<file path="config.mk">
export PLATFORM = sky130hd
export DESIGN_NAME = prefix_adder_arbiter
export DESIGN_NICKNAME = d
export VERILOG_FILES = /design/src/rtl/prefix_adder_arbiter.sv
export SDC_FILE = /design/constraint.sdc
export NUM_CORES = 1
export LEC_CHECK = 0
export CORE_MARGIN = 5
export CORE_UTILIZATION = 38
export DETAILED_ROUTE_END_ITERATION = 7
export GPL_TIMING_DRIVEN = 0
export PLACE_DENSITY_LB_ADDON = 0.08
export SKIP_CTS_REPAIR_TIMING = 1
export SLEW_MARGIN = 20
export SYNTH_ARGS = -nofsm -noshare
export SYNTH_HDL_FRONTEND = slang
export SYNTH_SLANG_ARGS = --single-unit
</file>
<file path="constraint.sdc">
create_clock -name clk -period 2.74 [get_ports clk]
set_clock_uncertainty 0.05 [all_clocks]
set_input_delay 0.411 -clock clk [delete_from_list [all_inputs] [get_ports clk]]
set_output_delay 0.411 -clock clk [all_outputs]
set_load 0.005 [all_outputs]
</file>
<file path="src/rtl/prefix_adder_arbiter.sv">
// prefix_adder_arbiter
//   Shares one 8-bit parallel-prefix (Kogge-Stone) adder among NUM_REQ
//   requesters. Round-robin arbitration picks one operand pair per cycle, the
//   sum lands in a single registered response slot tagged with the winner ID.
//
// Handshake (both sides): a transfer happens on a rising clk edge where
//   valid & ready are both high. A requester must hold valid/a/b stable until
//   it sees its ready bit. The response slot holds rsp_* stable while
//   rsp_valid=1 and rsp_ready=0. A drain and a refill may occur on the same edge.

// Pure combinational 8-bit Kogge-Stone adder, no carry-in.
module prefix_adder #(
  parameter int WIDTH = 8
) (
  input  logic [WIDTH-1:0] a_i,
  input  logic [WIDTH-1:0] b_i,
  output logic [WIDTH:0]   sum_o
);

  // Generate/propagate prefix tree; log2(WIDTH) combining levels.
  function automatic logic [WIDTH:0] ks_add(input logic [WIDTH-1:0] a,
                                            input logic [WIDTH-1:0] b);
    logic [WIDTH-1:0] hs;
    logic [WIDTH-1:0] g;
    logic [WIDTH-1:0] p;
    logic [WIDTH-1:0] g_n;
    logic [WIDTH-1:0] p_n;
    logic [WIDTH:0]   res;
    hs  = a ^ b;
    g   = a & b;
    p   = hs;
    g_n = g;
    p_n = p;
    for (int d = 1; d < WIDTH; d = d * 2) begin
      g_n = g;
      p_n = p;
      for (int i = d; i < WIDTH; i++) begin
        g_n[i] = g[i] | (p[i] & g[i-d]);
        p_n[i] = p[i] & p[i-d];
      end
      g = g_n;
      p = p_n;
    end
    // After the tree, g[i] is the carry out of bit i (group generate 0..i).
    res        = '0;
    res[0]     = hs[0];
    for (int i = 1; i < WIDTH; i++) begin
      res[i] = hs[i] ^ g[i-1];
    end
    res[WIDTH] = g[WIDTH-1];
    return res;
  endfunction

  // Sum of the two operands through the prefix tree.
  always_comb begin
    sum_o = ks_add(a_i, b_i);
  end

endmodule

module prefix_adder_arbiter #(
  parameter int NUM_REQ = 4,
  parameter int ID_W    = 2,
  parameter int WIDTH   = 8
) (
  input  logic                     clk,
  input  logic                     reset,
  input  logic [NUM_REQ-1:0]       req_valid,
  input  logic [NUM_REQ*WIDTH-1:0] req_a,
  input  logic [NUM_REQ*WIDTH-1:0] req_b,
  output logic [NUM_REQ-1:0]       req_ready,
  output logic                     rsp_valid,
  input  logic                     rsp_ready,
  output logic [WIDTH:0]           rsp_sum,
  output logic [ID_W-1:0]          rsp_id,
  output logic [15:0]              txn_count
);

  // Response slot state; rsp_valid is a direct decode of it, so the state is
  // always observable at the boundary.
  typedef enum logic {
    SLOT_EMPTY = 1'b0,
    SLOT_FULL  = 1'b1
  } slot_state_e;

  slot_state_e      state_q, state_d;
  logic [ID_W-1:0]  ptr_q, ptr_d;
  logic [WIDTH:0]   sum_q, sum_d;
  logic [ID_W-1:0]  id_q, id_d;
  logic [15:0]      txn_count_q, txn_count_d;

  logic             slot_free;
  logic             found;
  logic [ID_W-1:0]  win_id;
  logic             grant;
  logic [WIDTH-1:0] win_a;
  logic [WIDTH-1:0] win_b;
  logic [WIDTH:0]   add_sum;

  // The slot can take a new result if it is empty or is being drained now.
  assign slot_free = (state_q == SLOT_EMPTY) | rsp_ready;

  // Round-robin search: first valid requester at or above the pointer, wrapping.
  always_comb begin
    int              idx;
    logic [ID_W-1:0] cand;
    found  = 1'b0;
    win_id = '0;
    idx    = 0;
    cand   = '0;
    for (int off = 0; off < NUM_REQ; off++) begin
      idx = int'(ptr_q) + off;
      if (idx >= NUM_REQ) begin
        idx = idx - NUM_REQ;
      end
      cand = ID_W'(idx);
      if (!found && req_valid[cand]) begin
        found  = 1'b1;
        win_id = cand;
      end
    end
  end

  // No grant while reset is asserted so nothing is accepted and then discarded.
  assign grant = found & slot_free & ~reset;

  // One-hot ready toward the winner only.
  always_comb begin
    req_ready = '0;
    if (grant) begin
      req_ready[win_id] = 1'b1;
    end
  end

  // Operand mux feeding the single shared adder.
  always_comb begin
    win_a = req_a[int'(win_id)*WIDTH +: WIDTH];
    win_b = req_b[int'(win_id)*WIDTH +: WIDTH];
  end

  prefix_adder #(
    .WIDTH (WIDTH)
  ) u_adder (
    .a_i   (win_a),
    .b_i   (win_b),
    .sum_o (add_sum)
  );

  // Slot FSM next state plus all register updates tied to a grant.
  always_comb begin
    state_d     = state_q;
    ptr_d       = ptr_q;
    sum_d       = sum_q;
    id_d        = id_q;
    txn_count_d = txn_count_q;

    case (state_q)
      SLOT_EMPTY: begin
        if (grant) begin
          state_d = SLOT_FULL;
        end
      end
      SLOT_FULL: begin
        if (rsp_ready && !grant) begin
          state_d = SLOT_EMPTY;
        end
      end
      default: begin
        state_d = SLOT_EMPTY;
      end
    endcase

    if (grant) begin
      sum_d       = add_sum;
      id_d        = win_id;
      txn_count_d = txn_count_q + 16'd1;
      if (int'(win_id) == NUM_REQ - 1) begin
        ptr_d = '0;
      end else begin
        ptr_d = win_id + 1'b1;
      end
    end
  end

  // State and datapath registers; async assert, sync release by design of the driver.
  always_ff @(posedge clk or posedge reset) begin
    if (reset) begin
      state_q     <= SLOT_EMPTY;
      ptr_q       <= '0;
      sum_q       <= '0;
      id_q        <= '0;
      txn_count_q <= '0;
    end else begin
      state_q     <= state_d;
      ptr_q       <= ptr_d;
      sum_q       <= sum_d;
      id_q        <= id_d;
      txn_count_q <= txn_count_d;
    end
  end

  assign rsp_valid = (state_q == SLOT_FULL);
  assign rsp_sum   = sum_q;
  assign rsp_id    = id_q;
  assign txn_count = txn_count_q;

endmodule

</file>
# [After elaboration in Yosys (flattened, before gate mapping)]
# Index checks and enable logic that the tools add are counted.
# Widths: inputs -> output; s select.
[word_totals] regBits=30 word_cells=121
[op_classes] add_sub_neg=9 magnitude_cmp=10 eq_ne=1 shifts=2 muxes=27 n_bitwise=58 reduce_logical=9
[ops] cell="$shiftx 32x6->8" count=2
[ops] cell="$and 1x1->1" count=29
[ops] cell="$mux 2" count=9
[ops] cell="$or 1x1->1" count=18
[ops] cell="$add 16x1->16 const B" count=1
[ops] cell="$lt 2x3->1 const B" count=5
[ops] cell="$mux 1" count=11
[ops] cell="$ge 3x3->1 const B" count=3
[ops] cell="$and 8x8->8" count=1
[ops] cell="$bmux 1 s2" count=4
[ops] cell="$sub 2x1->2 const B" count=4
[ops] cell="$xor 8x8->8" count=1
[ops] cell="$xor 1x1->1" count=7
[ops] cell="$add 2x2->3 const B" count=2
[ops] cell="$logic_and 1x1->1" count=5
[ops] cell="$logic_not 1->1" count=4
[ops] cell="$mux 4" count=1
[ops] cell="$add 2x1->3 const B" count=1
[ops] cell="$ge 2x3->1 const B" count=1
[ops] cell="$add 2x1->2 const B" count=1
[ops] cell="$demux 1 s2" count=1
[ops] cell="$eq 2x1->1 const B" count=1
[ops] cell="$ge 2x1->1 const B" count=1
[ops] cell="$not 1->1" count=2
[ops] cell="$pmux 1 s2" count=1

# [Depth between registers and ports, before layout]
# Gate-level depths: netlist (run 1).
[logic_depth] depth_word=22 depth_mapped=14

# [By module]
# From an unflattened synthesis (run 1), not the netlist that was laid out.
[hier_totals] hier_cells=334 area_unflattened_um2=2692.6
[by_module_without_submodules] module="prefix_adder_arbiter" n_inst=1 cells_each=294 area_per_inst_um2=2368.5 seq_area_each_um2=750.7
[by_module_without_submodules] module="prefix_adder" n_inst=1 cells_each=40 area_per_inst_um2=324.1 seq_area_each_um2=0.0

# [Worst setup path after synthesis (run 1)]
# No wires, ideal clock.
[synth_timing] path_kind="reg2reg" from="reg ptr_q[1]" to="reg sum_q[8] (netlist: rsp_sum[8])" setup_ns=0.119 arrival_ns=2.718 slack_ns=-0.147 stages_incl_launch_ff=15 n_path_buf=2 period_less_slack_ns=2.887 path_cell_list="dfrtp_1 a21oi_1 o21ai_1 o2bb2a_4 buf_6 buf_6 mux2i_1 mux2i_1 ha_1 fa_1 a211oi_1 o21ai_0 a21oi_1 o21ai_0 o21a_1"
[synth_between] elab_chain_len=22 word_cells_on_any_way=61
[synth_lines] item="from (decl)" line="87" text="logic [ID_W-1:0] ptr_q, ptr_d;"
[synth_lines] item="from (signal assigned)" line="195" text="ptr_q <= ptr_d;"
[synth_lines] item="branches (longest 22 deep; another with $add 2x1->3)"
[synth_lines] item="to (signal assigned)" line="196" text="sum_q <= sum_d;"
[synth_lines] item="to (decl)" line="88" text="logic [WIDTH:0] sum_q, sum_d;"
# Several ways; the timed one is not identified. The select of a mux whose other input is x is not followed.
# A chain may end at the register's enable or synchronous reset.

# [Worst setup path after layout (run 1)]
[layout_timing] from="reg ptr_q[1]" to="reg sum_q[7] (netlist: rsp_sum[7])"
[layout_between] elab_chain_len=22 word_cells_on_any_way=60
[layout_lines] item="branches (longest 22 deep; another with $add 2x1->3)"
# Several ways; the timed one is not identified. The select of a mux whose other input is x is not followed.

==> results of run 1 <==
==> worst reg2reg max path, cell delays in order, from the launching register on <==
cell      delay, ps
dfrtp_2         440
a21oi_2         140
o21ai_2          80
o2bb2a_4        210
buf_8           130
buf_12          120
buf_2           160
buf_4           130
mux2i_1         180
mux2i_1         100
ha_2            420
o21ai_2          90
o211ai_1        230
a31oi_1         140
xnor2_1         170
o21ai_0          90
==> per-stage QoR <==
step | hold slack, ps | setup TNS, ps | power (µW) | instance area (µm²) | utilization, %
CTS | 431 | -4640 | 2940 | 3530 | 60.0
global placement | 408 | -11020 | 2470 | 3420 | 58.1
global route | 452 | -1790 | 3820 | 3990 | 67.8
floorplan | 414 | 0 | 1860 | 2310 | -
detailed placement | 415 | -6850 | 2490 | 3420 | 58.1
finish | 424 | -1110 | 3560 | 3990 | 67.8
==> worst max-delay path by stage <==
stage | from | to
floorplan | ptr_q[1] | rsp_sum[6]
global placement | req_valid[3] | rsp_sum[6]
detailed placement | req_valid[0] | rsp_sum[7]
CTS | req_valid[0] | rsp_sum[7]
global route | ptr_q[0] | rsp_sum[6]
finish | ptr_q[1] | rsp_sum[7]
==> layer usage <==
layer  up-vias  track usage, %  share of wire, %
met5         -               0                 0
met4         0            5.44               2.1
met3        10            3.29               7.7
met2        77            25.5                49
met1      1004            18.6                41
li1       1088               -                 -
==> layout make-up <==
cell class / count / area (µm²) / share of cell area [%]
multi-input cells: 175 / 1540 / 38.6
repair buffers: 140 / 1320 / 33.1
flip-flops and latches: 30 / 752 / 18.9
plain buffers: 9 / 140 / 3.51
well taps: 75 / 93.8 / 2.35
clock buffers: 5 / 68.8 / 1.73
clock inverters: 3 / 40.0 / 1.00
inverters: 8 / 32.5 / 0.816
==> power by group through the flow <==
stage | combinational [µW] | clock [µW] | sequential (µW)
finish | 2400 | 439 | 714
global route | 2620 | 465 | 735
CTS | 1780 | 443 | 711
detailed placement | 1780 | 0 | 717
global placement | 1760 | 0 | 711
floorplan | 1160 | 0 | 704
==> registers in the layout (all words and copies together) (netlist names) <==
register   flops
ptr_q          2
rsp_id         2
txn_count     16
rsp_sum        9
rsp_valid      1
==> kinds of logic (layout without fill, tap and decap cells) <==
logic type / Yosys count / in the layout / synth area share, %
and+or+nand+nor: 58 / 58 / 14.8
buffers and inverters: 17 / 165 / 5.74
AOI/OAI and AO/OA: 36 / 36 / 10.4
xor gates and xnor gates: 18 / 18 / 6.89
DFF: 30 / 30 / 32.8
muxes: 49 / 49 / 21.4
adders and majority gates: 14 / 14 / 7.98
==> cell usage in the layout, fill, tap and decap left out, types with 4 or more instances in the layout <==
cell type and count:
buf_4 36, nand2_1 24, o21ai_1 7, xnor2_1 15, nand3_1 5, mux2i_1 45
clkdlybuf4s50_1 94, dlymetal6s2s_1 8, and2_1 4, buf_12 4, inv_1 5, buf_6 4
dfrtp_1 29, clkbuf_8 5, nor2_1 5, o21ai_0 6, ha_1 8
==> flow_metrics.py, run 1 <==
metrics = {
    "run_status": {
        "status": "finished, violations left",
        "violations": "setup timing",
    },
    "floorplanning": {
        "rows": 28,
        "die_y_um": 87.6,
        "dieArea_um2": 7680,
        "ios": 103,
        "die_w_um": 87.6,
        "initial_core_util_pct": 38.9,
        "placeableCoreArea_um2": 5890,
    },
    "drt": {
        "num_vias": 2179,
        "drtIter0Drc": 89,
        "via_per_inst": 4.90,
        "route.detailed.drc": 0,
        "routed_wl_um": 6190,
        "first_pass_iters": 4,
        "drtAntennaViolNets": 0,
        "routedWlPerCell_um": 13.9,
    },
    "worst_hold_path": {
        "min_path_cells": 1,
        "hold_path.class": "reg -> reg",
        "worstHoldEndpoint": "txn_count[15]",
        "hp-start": "txn_count[15]",
    },
    "synth": {
        "ys_seq_elements": 30,
        "yosysTopAreaCell": "dfrtp_1",
        "syn_nets": 307,
        "synth_largest_type_area_fraction_pct": 32.8,
        "syn_area_um2": 2290,
        "synth_most_common_cell": "mux2i_1",
        "seq_area_frac_synth_pct": 32.8,
        "synth_enable_flop_cells": 0,
        "yosys-top-cells-area": "dfrtp_1, mux2i_1, ha_1",
        "yosysUniqueCellTypes": 39,
        "netlist_instances": 222,
        "yosysWarningCount": 0,
        "dominantRegCellSynth": "dfrtp_1",
        "avgSynthCellArea_um2": 10.3,
        "synthTopCellsByCount": "mux2i_1, dfrtp_1, nand2_1",
        "ys_async_sr_fraction_pct": 100,
    },
    "sta": {
        "setup_violations": 5,
        "hold_viol_final": 0,
        "fin_crit_ps": 3010,
        "max_freq_mhz": 332,
        "rsz0062_at_grt": "yes",
        "maxSlewViolCount": 0,
        "maxSlewHeadroom_pct": 72.6,
        "layout_setup_ws_ps": -273,
        "worst_pin_slew_ps": 408,
        "post-route-period-util_pct": 110,
    },
    "placed_design": {
        "dp_hpwl_um": 4620,
        "routabilityCongestion": 0.846,
        "dp_slack_ps": -826,
        "dp_cells": 399,
        "port_buffers": 102,
    },
    "critical_path": {
        "critPathBufInv": 4,
        "slowest_stage": "dfrtp_2",
        "cp_num_cells": 15,
        "cp.required_ps": 2850,
        "r2r_end": "rsp_sum[7]",
        "startpoint_type": "register",
        "critPathArrivalTime_ps": 3120,
        "crit_fanout": 6,
        "crit_family": "compound AO/OA/AOI/OAI gates",
        "cp-end-kind": "register",
        "crit_type": "reg -> reg",
        "r2r_slack_ps": -270,
        "worst-r2r-cell-count": 15,
        "critPathMaxStageDelay_ps": 440,
        "crit_path_cell_trace": "a21oi_2 -> o21ai_2 -> o2bb2a_4 -> buf_8 -> buf_12 -> buf_2 -> buf_4 -> mux2i_1 -> mux2i_1 -> ha_2 -> o21ai_2 -> o211ai_1 -> a31oi_1 -> xnor2_1 -> o21ai_0",
        "r2r-start": "ptr_q[1]",
    },
    "pwr": {
        "peakVddDrop_uv": 472,
        "p_leak_uw": 0.00186,
        "clock_power_share_pct": 12.4,
        "swShare_pct": 36.6,
        "power.net_switching_uw": 1300,
        "p_per_area_nw_per_um2": 892,
        "p_seq_share_pct": 20.1,
        "internal_power_uw": 2250,
        "p_comb_share_pct": 67.6,
    },
    "clock_network": {
        "cts_root_buf": "clkbuf_8",
        "clock_latency_ps": 290,
        "clk_pin_slew_ps": 70,
        "cts_buffers": 5,
        "cts_buffer_depth": 2,
        "clock_sinks": 30,
        "cts_tree": "built",
        "htreeDepth": 2,
    },
    "finish": {
        "nFillCells": 506,
        "layout-drive-gt1-share_pct": 25.1,
        "n_antenna_cell": 0,
        "area_growth_pct": 74.2,
        "nNetsFinal": 454,
        "final_cells": 445,
    },
    "global_route": {
        "grt_pass1_vias": 2018,
        "grt_max_degree": 33,
        "grt_first_pass_wirelength_um": 9220,
        "track_usage_pct": 15.0,
        "antenna_found_initial": 0,
        "grt-ovfl-total": 0,
    },
    "run": {
        "cap_violations": 0,
    },
}
No activity file was read; power rests on OpenSTA's default activity.
==> run 2: changes to the inputs <==
Settings changed: CORE_UTILIZATION 38 to 40, SKIP_CTS_REPAIR_TIMING 1 to not set.
Clock period 2.74 ns to 3.65 ns, I/O delays scaled along.
==> run 2 against run 1 <==
Compared with the run above:
- the flow now finishes without violations
- critical path depth shrank 6
- cell area shrank 11%
- clock power down 26%
- die area fell by 4.4%
- critical path type is now in -> out
- wire length shrank 8.3%
- worst hold slack worse by 3.6 ps
- sequential share of layout area rose by 2.2 points
- register-to-register slack improved by 850 ps
- highest routed layer unchanged
- count of clock-buffer cells in the layout stayed put
- first-iteration DRC count is 66% lower
- final cell count fell by 8.1%
- worst setup slack better by 490 ps
==> flow_metrics.py, run 2 (synthesis results as in run 1) <==
metrics = {
    "run_status": {
        "status": "finished clean",
    },
    "critical_path": {
        "worstSetupEndpoint": "req_ready[3]",
        "startpoint_type": "input port",
        "worst-r2r-cell-count": 13,
        "crit_type": "in -> out",
        "r2r-start": "ptr_q[1]",
        "crit_fanout": 11,
        "critPathLaunch": "req_valid[3]",
        "cp-end-kind": "output pin",
        "cp.required_ps": 3050,
        "r2r_end": "rsp_sum[7]",
        "r2r_slack_ps": 580,
        "critPathArrivalTime_ps": 2840,
    },
    "finish": {
        "nNetsFinal": 421,
        "final_common_cell": "clkdlybuf4s50_1",
        "n_antenna_cell": 0,
        "final_cells": 409,
        "final_cell_mix": "clkdlybuf4s50_1, mux2i_1, dfrtp_1",
        "largest_register_ffs": 16,
        "layout-drive-gt1-share_pct": 11.9,
        "fin_util_pct": 64.4,
        "stdcell_area_um2": 3570,
        "area_growth_pct": 55.7,
    },
    "global_route": {
        "antenna_found_initial": 0,
        "grt-ovfl-total": 0,
        "track_usage_pct": 15.7,
        "grt_pass1_vias": 2068,
        "grt_first_pass_wirelength_um": 9380,
        "grt_max_degree": 33,
    },
    "worst_hold_path": {
        "hold_path.class": "reg -> reg",
    },
    "sta": {
        "fin_crit_ps": 3430,
        "rsz0062_at_grt": "no",
        "post-route-period-util_pct": 94.1,
        "worst_pin_slew_ps": 653,
        "maxSlewViolCount": 0,
        "maxSlewHeadroom_pct": 56.4,
        "hold_viol_final": 0,
        "max_freq_mhz": 291,
        "layout_setup_ws_ps": 215,
        "setup_violations": 0,
    },
    "floorplanning": {
        "die_y_um": 85.7,
        "placeableCoreArea_um2": 5540,
        "ios": 103,
        "die_w_um": 85.7,
        "rows": 27,
        "initial_core_util_pct": 41.3,
        "dieArea_um2": 7340,
    },
    "drt": {
        "drtIter0Drc": 30,
        "routed_wl_um": 5680,
        "drtAntennaViolNets": 0,
        "via_per_inst": 4.92,
        "num_vias": 2014,
        "first_pass_iters": 4,
        "routedWlPerCell_um": 13.9,
        "route.detailed.drc": 0,
    },
    "clock_network": {
        "ctsHoldBuffers": 0,
        "clk_pin_slew_ps": 70,
        "cts_tree": "built",
        "cts_buffers": 5,
        "htreeDepth": 2,
        "clock_latency_ps": 280,
        "cts_buffer_depth": 2,
        "cts_root_buf": "clkbuf_8",
        "clock_sinks": 30,
    },
    "pwr": {
        "peakVddDrop_uv": 296,
        "p_per_area_nw_per_um2": 618,
        "p_leak_uw": 0.00160,
        "total_power_uw": 2200,
    },
    "placed_design": {
        "dp_slack_ps": -229,
        "dp_cells": 396,
        "routabilityCongestion": 0.790,
        "dp_hpwl_um": 4770,
        "dpl-instance-area_um2": 3400,
        "port_buffers": 102,
    },
    "run": {
        "cap_violations": 0,
    },
}
==> run 2: cell count changes in the layout (fill, tap and decap cells not counted), moves of 6 or more <==
cell             change
buf_4               -31
o21ai_0              +7
dlymetal6s2s_1       -6
clkdlybuf4s50_1      +6
==> run 2: worst min-delay path by stage <==
stage / to / start / cells past startpoint
after floorplan: rsp_id[0] / rsp_id[0] / 2
after global placement: rsp_sum[1] / rsp_sum[1] / 2
after detailed placement: txn_count[15] / txn_count[15] / 1
after CTS: txn_count[15] / txn_count[15] / 1
after global routing: txn_count[15] / txn_count[15] / 1
final: txn_count[15] / txn_count[15] / 1
==> run 2: routing by layer <==
layer	GRT usage, %	vias to the layer above	wire (µm)
met3	4.03	7	408
met5	0	-	0
met2	27.5	67	2890
met4	4.17	0	93
met1	19.0	914	2280
li1	-	1026	-
==> run 2: where the power goes <==
group / switching [µW] / leakage [µW] / total [µW] / internal (µW)
Combinational: 602 / 0.00116 / 1350 / 747
Clock: 125 / 0.0000579 / 325 / 201
Sequential: 93.1 / 0.000383 / 528 / 435
Total: 820 / 0.00160 / 2200 / 1380
==> run 2: metrics by stage <==
step | TNS (ps) | hold WS, ps
after floorplan | 0 | 414
after detailed placement | -512 | 412
final | 0 | 420
after global placement | -600 | 410
after CTS | 0 | 426
after global routing | 0 | 439
==> run 2: what timing repair did <==
item | 4_1_cts | 5_1_grt
endpoints found under the setup margin | 0 | 4
setup buffers | 0 | 5
gates resized for setup | 0 | 7
==> run 2: layout make-up <==
cell class	instances	area (µm²)
timing repair buffer	107	1060
clock buffer	5	68.8
clock inverter	3	40.0
multi-input combinational	175	1420
sequential	30	751
buffer	9	105
tap	72	90.1
fill	500	1970
inverter	8	30.0
==> run 2: critical path, cell delays in order <==
cell             delay [ps]
clkdlybuf4s50_1         500
inv_1                    90
and3_1                  200
nor4_2                  290
buf_6                   200
buf_6                   180
ha_1                    210
and2_1                  140
clkdlybuf4s50_1         490
==> run 3: changes to the inputs <==
Settings changed: CORE_MARGIN 5 to not set.
==> run 3 against run 2 <==
Compared with the run above:
- global-route usage grew 2.2 points
- clock power about the same
- cell area shrank 0.18%
- combinational power about the same
- flip-flop and latch count did not move
- wire length decreased by 8.6%
- critical endpoint is now rsp_sum[8]
==> flow_metrics.py, run 3 (synthesis results as in run 1) <==
metrics = {
    "floorplanning": {
        "placeableCoreArea_um2": 5510,
        "initial_core_util_pct": 41.6,
        "die_w_um": 77.7,
        "dieArea_um2": 6030,
        "ios": 103,
        "rows": 27,
        "die_y_um": 77.7,
    },
    "finish": {
        "n_antenna_cell": 0,
        "layout-drive-gt1-share_pct": 11.5,
        "largest_register_ffs": 16,
        "fin_util_pct": 64.6,
        "final_cell_mix": "clkdlybuf4s50_1, mux2i_1, dfrtp_1",
        "area_growth_pct": 55.5,
        "nFillCells": 476,
        "nNetsFinal": 422,
        "final_common_cell": "clkdlybuf4s50_1",
    },
    "clock_network": {
        "clock_latency_ps": 270,
        "clk_pin_slew_ps": 70,
        "cts_root_buf": "clkbuf_8",
        "cts_tree": "built",
        "ctsHoldBuffers": 0,
        "cts_buffer_depth": 2,
        "clock_sinks": 30,
        "htreeDepth": 2,
        "cts_buffers": 5,
    },
    "placed_design": {
        "port_buffers": 102,
        "routabilityCongestion": 0.808,
        "dp_hpwl_um": 4120,
    },
    "run": {
        "cap_violations": 0,
    },
    "drt": {
        "routedWlPerCell_um": 12.7,
        "num_vias": 2027,
        "route.detailed.drc": 0,
        "drtAntennaViolNets": 0,
        "first_pass_iters": 4,
        "via_per_inst": 4.94,
        "routed_wl_um": 5190,
        "drtIter0Drc": 28,
    },
    "global_route": {
        "grt_max_degree": 33,
        "track_usage_pct": 17.9,
        "grt_pass1_vias": 1967,
        "grt_first_pass_wirelength_um": 8670,
        "grt-ovfl-total": 0,
        "antenna_found_initial": 0,
    },
    "pwr": {
        "peakVddDrop_uv": 286,
        "p_per_area_nw_per_um2": 618,
        "total_power_uw": 2200,
        "p_leak_uw": 0.00158,
    },
    "sta": {
        "max_freq_mhz": 291,
        "fin_crit_ps": 3430,
        "setup_violations": 0,
        "rsz0062_at_grt": "yes",
        "holdWs_ps": 432,
        "post-route-period-util_pct": 94.1,
        "worst_pin_slew_ps": 657,
        "maxSlewViolCount": 0,
        "maxSlewHeadroom_pct": 56.1,
        "hold_viol_final": 0,
    },
    "critical_path": {
        "critPathArrivalTime_ps": 3550,
        "crit_type": "in -> reg",
        "crit_fanout": 11,
        "cp.required_ps": 3770,
        "cp-end-kind": "register",
        "startpoint_type": "input port",
        "r2r_slack_ps": 540,
    },
    "worst_hold_path": {
        "hold_path.class": "reg -> reg",
    },
    "run_status": {
        "status": "finished clean",
    },
}
-- run 3: worst paths after layout --
path,to,from,depth (start not counted)
min in group asynchronous,txn_count[2],reset,2
setup reg to reg,rsp_sum[8],ptr_q[1],14
hold reg to reg,txn_count[15],txn_count[15],1
setup / recovery,rsp_sum[8],req_valid[0],13
hold / removal,txn_count[15],txn_count[15],1
max in group asynchronous,txn_count[11],reset,2
-- run 3: layout make-up --
type	count	area, µm²	share of cell area, %
Buffer	9	101	2.85
Clock buffer	5	68.8	1.93
Clock inverter	3	40.0	1.12
Inverter	8	30.0	0.844
Multi-Input combinational cell	175	1410	39.7
Sequential cell	30	751	21.1
Tap cell	72	90.1	2.53
Timing Repair Buffer	108	1070	29.9
-- run 3: power by group --
part | internal [µW] | leakage (µW) | switching, µW
sequential | 435 | 0.000383 | 98.6
clock | 201 | 0.0000579 | 122
combinational | 748 | 0.00114 | 596
total | 1380 | 0.00158 | 816
-- run 3: through the flow --
step | worst slack (ps) | instance area (µm²) | setup TNS, ps | std cells
finish | 216 | 3560 | 0 | 410
global route | -17.1 | 3560 | -25.5 | 410
CTS | 89.4 | 3510 | 0 | 404
detailed placement | -184 | 3400 | -366 | 396
global placement | -172 | 3400 | -511 | 396
floorplan | 656 | 2290 | 0 | 222
-- run 3: routing by layer --
metal  track usage (%)  vias up  routed length [µm]
li1                  -     1022                   -
met1              20.7      934                2230
met2              33.7       65                2660
met3              2.35        6                 234
met4              5.47        0                  65
met5                 0        -                   0
-- run 3: worst max-delay path: stages --
cell             delay, ps
clkdlybuf4s50_1        500
nor4_1                 510
nor4_2                 120
buf_6                  170
buf_6                  150
mux2i_1                130
ha_1                   250
fa_1                   450
a211oi_2               240
o21ai_0                160
a21oi_1                140
o21ai_0                 80
o21a_1                 100
-- run 3: what timing repair did --
| item | CTS | global route |
|---|---|---|
| setup endpoints to repair | 0 | 3 |
| buffers inserted | 0 | 6 |
| resized for setup | 0 | 1 |
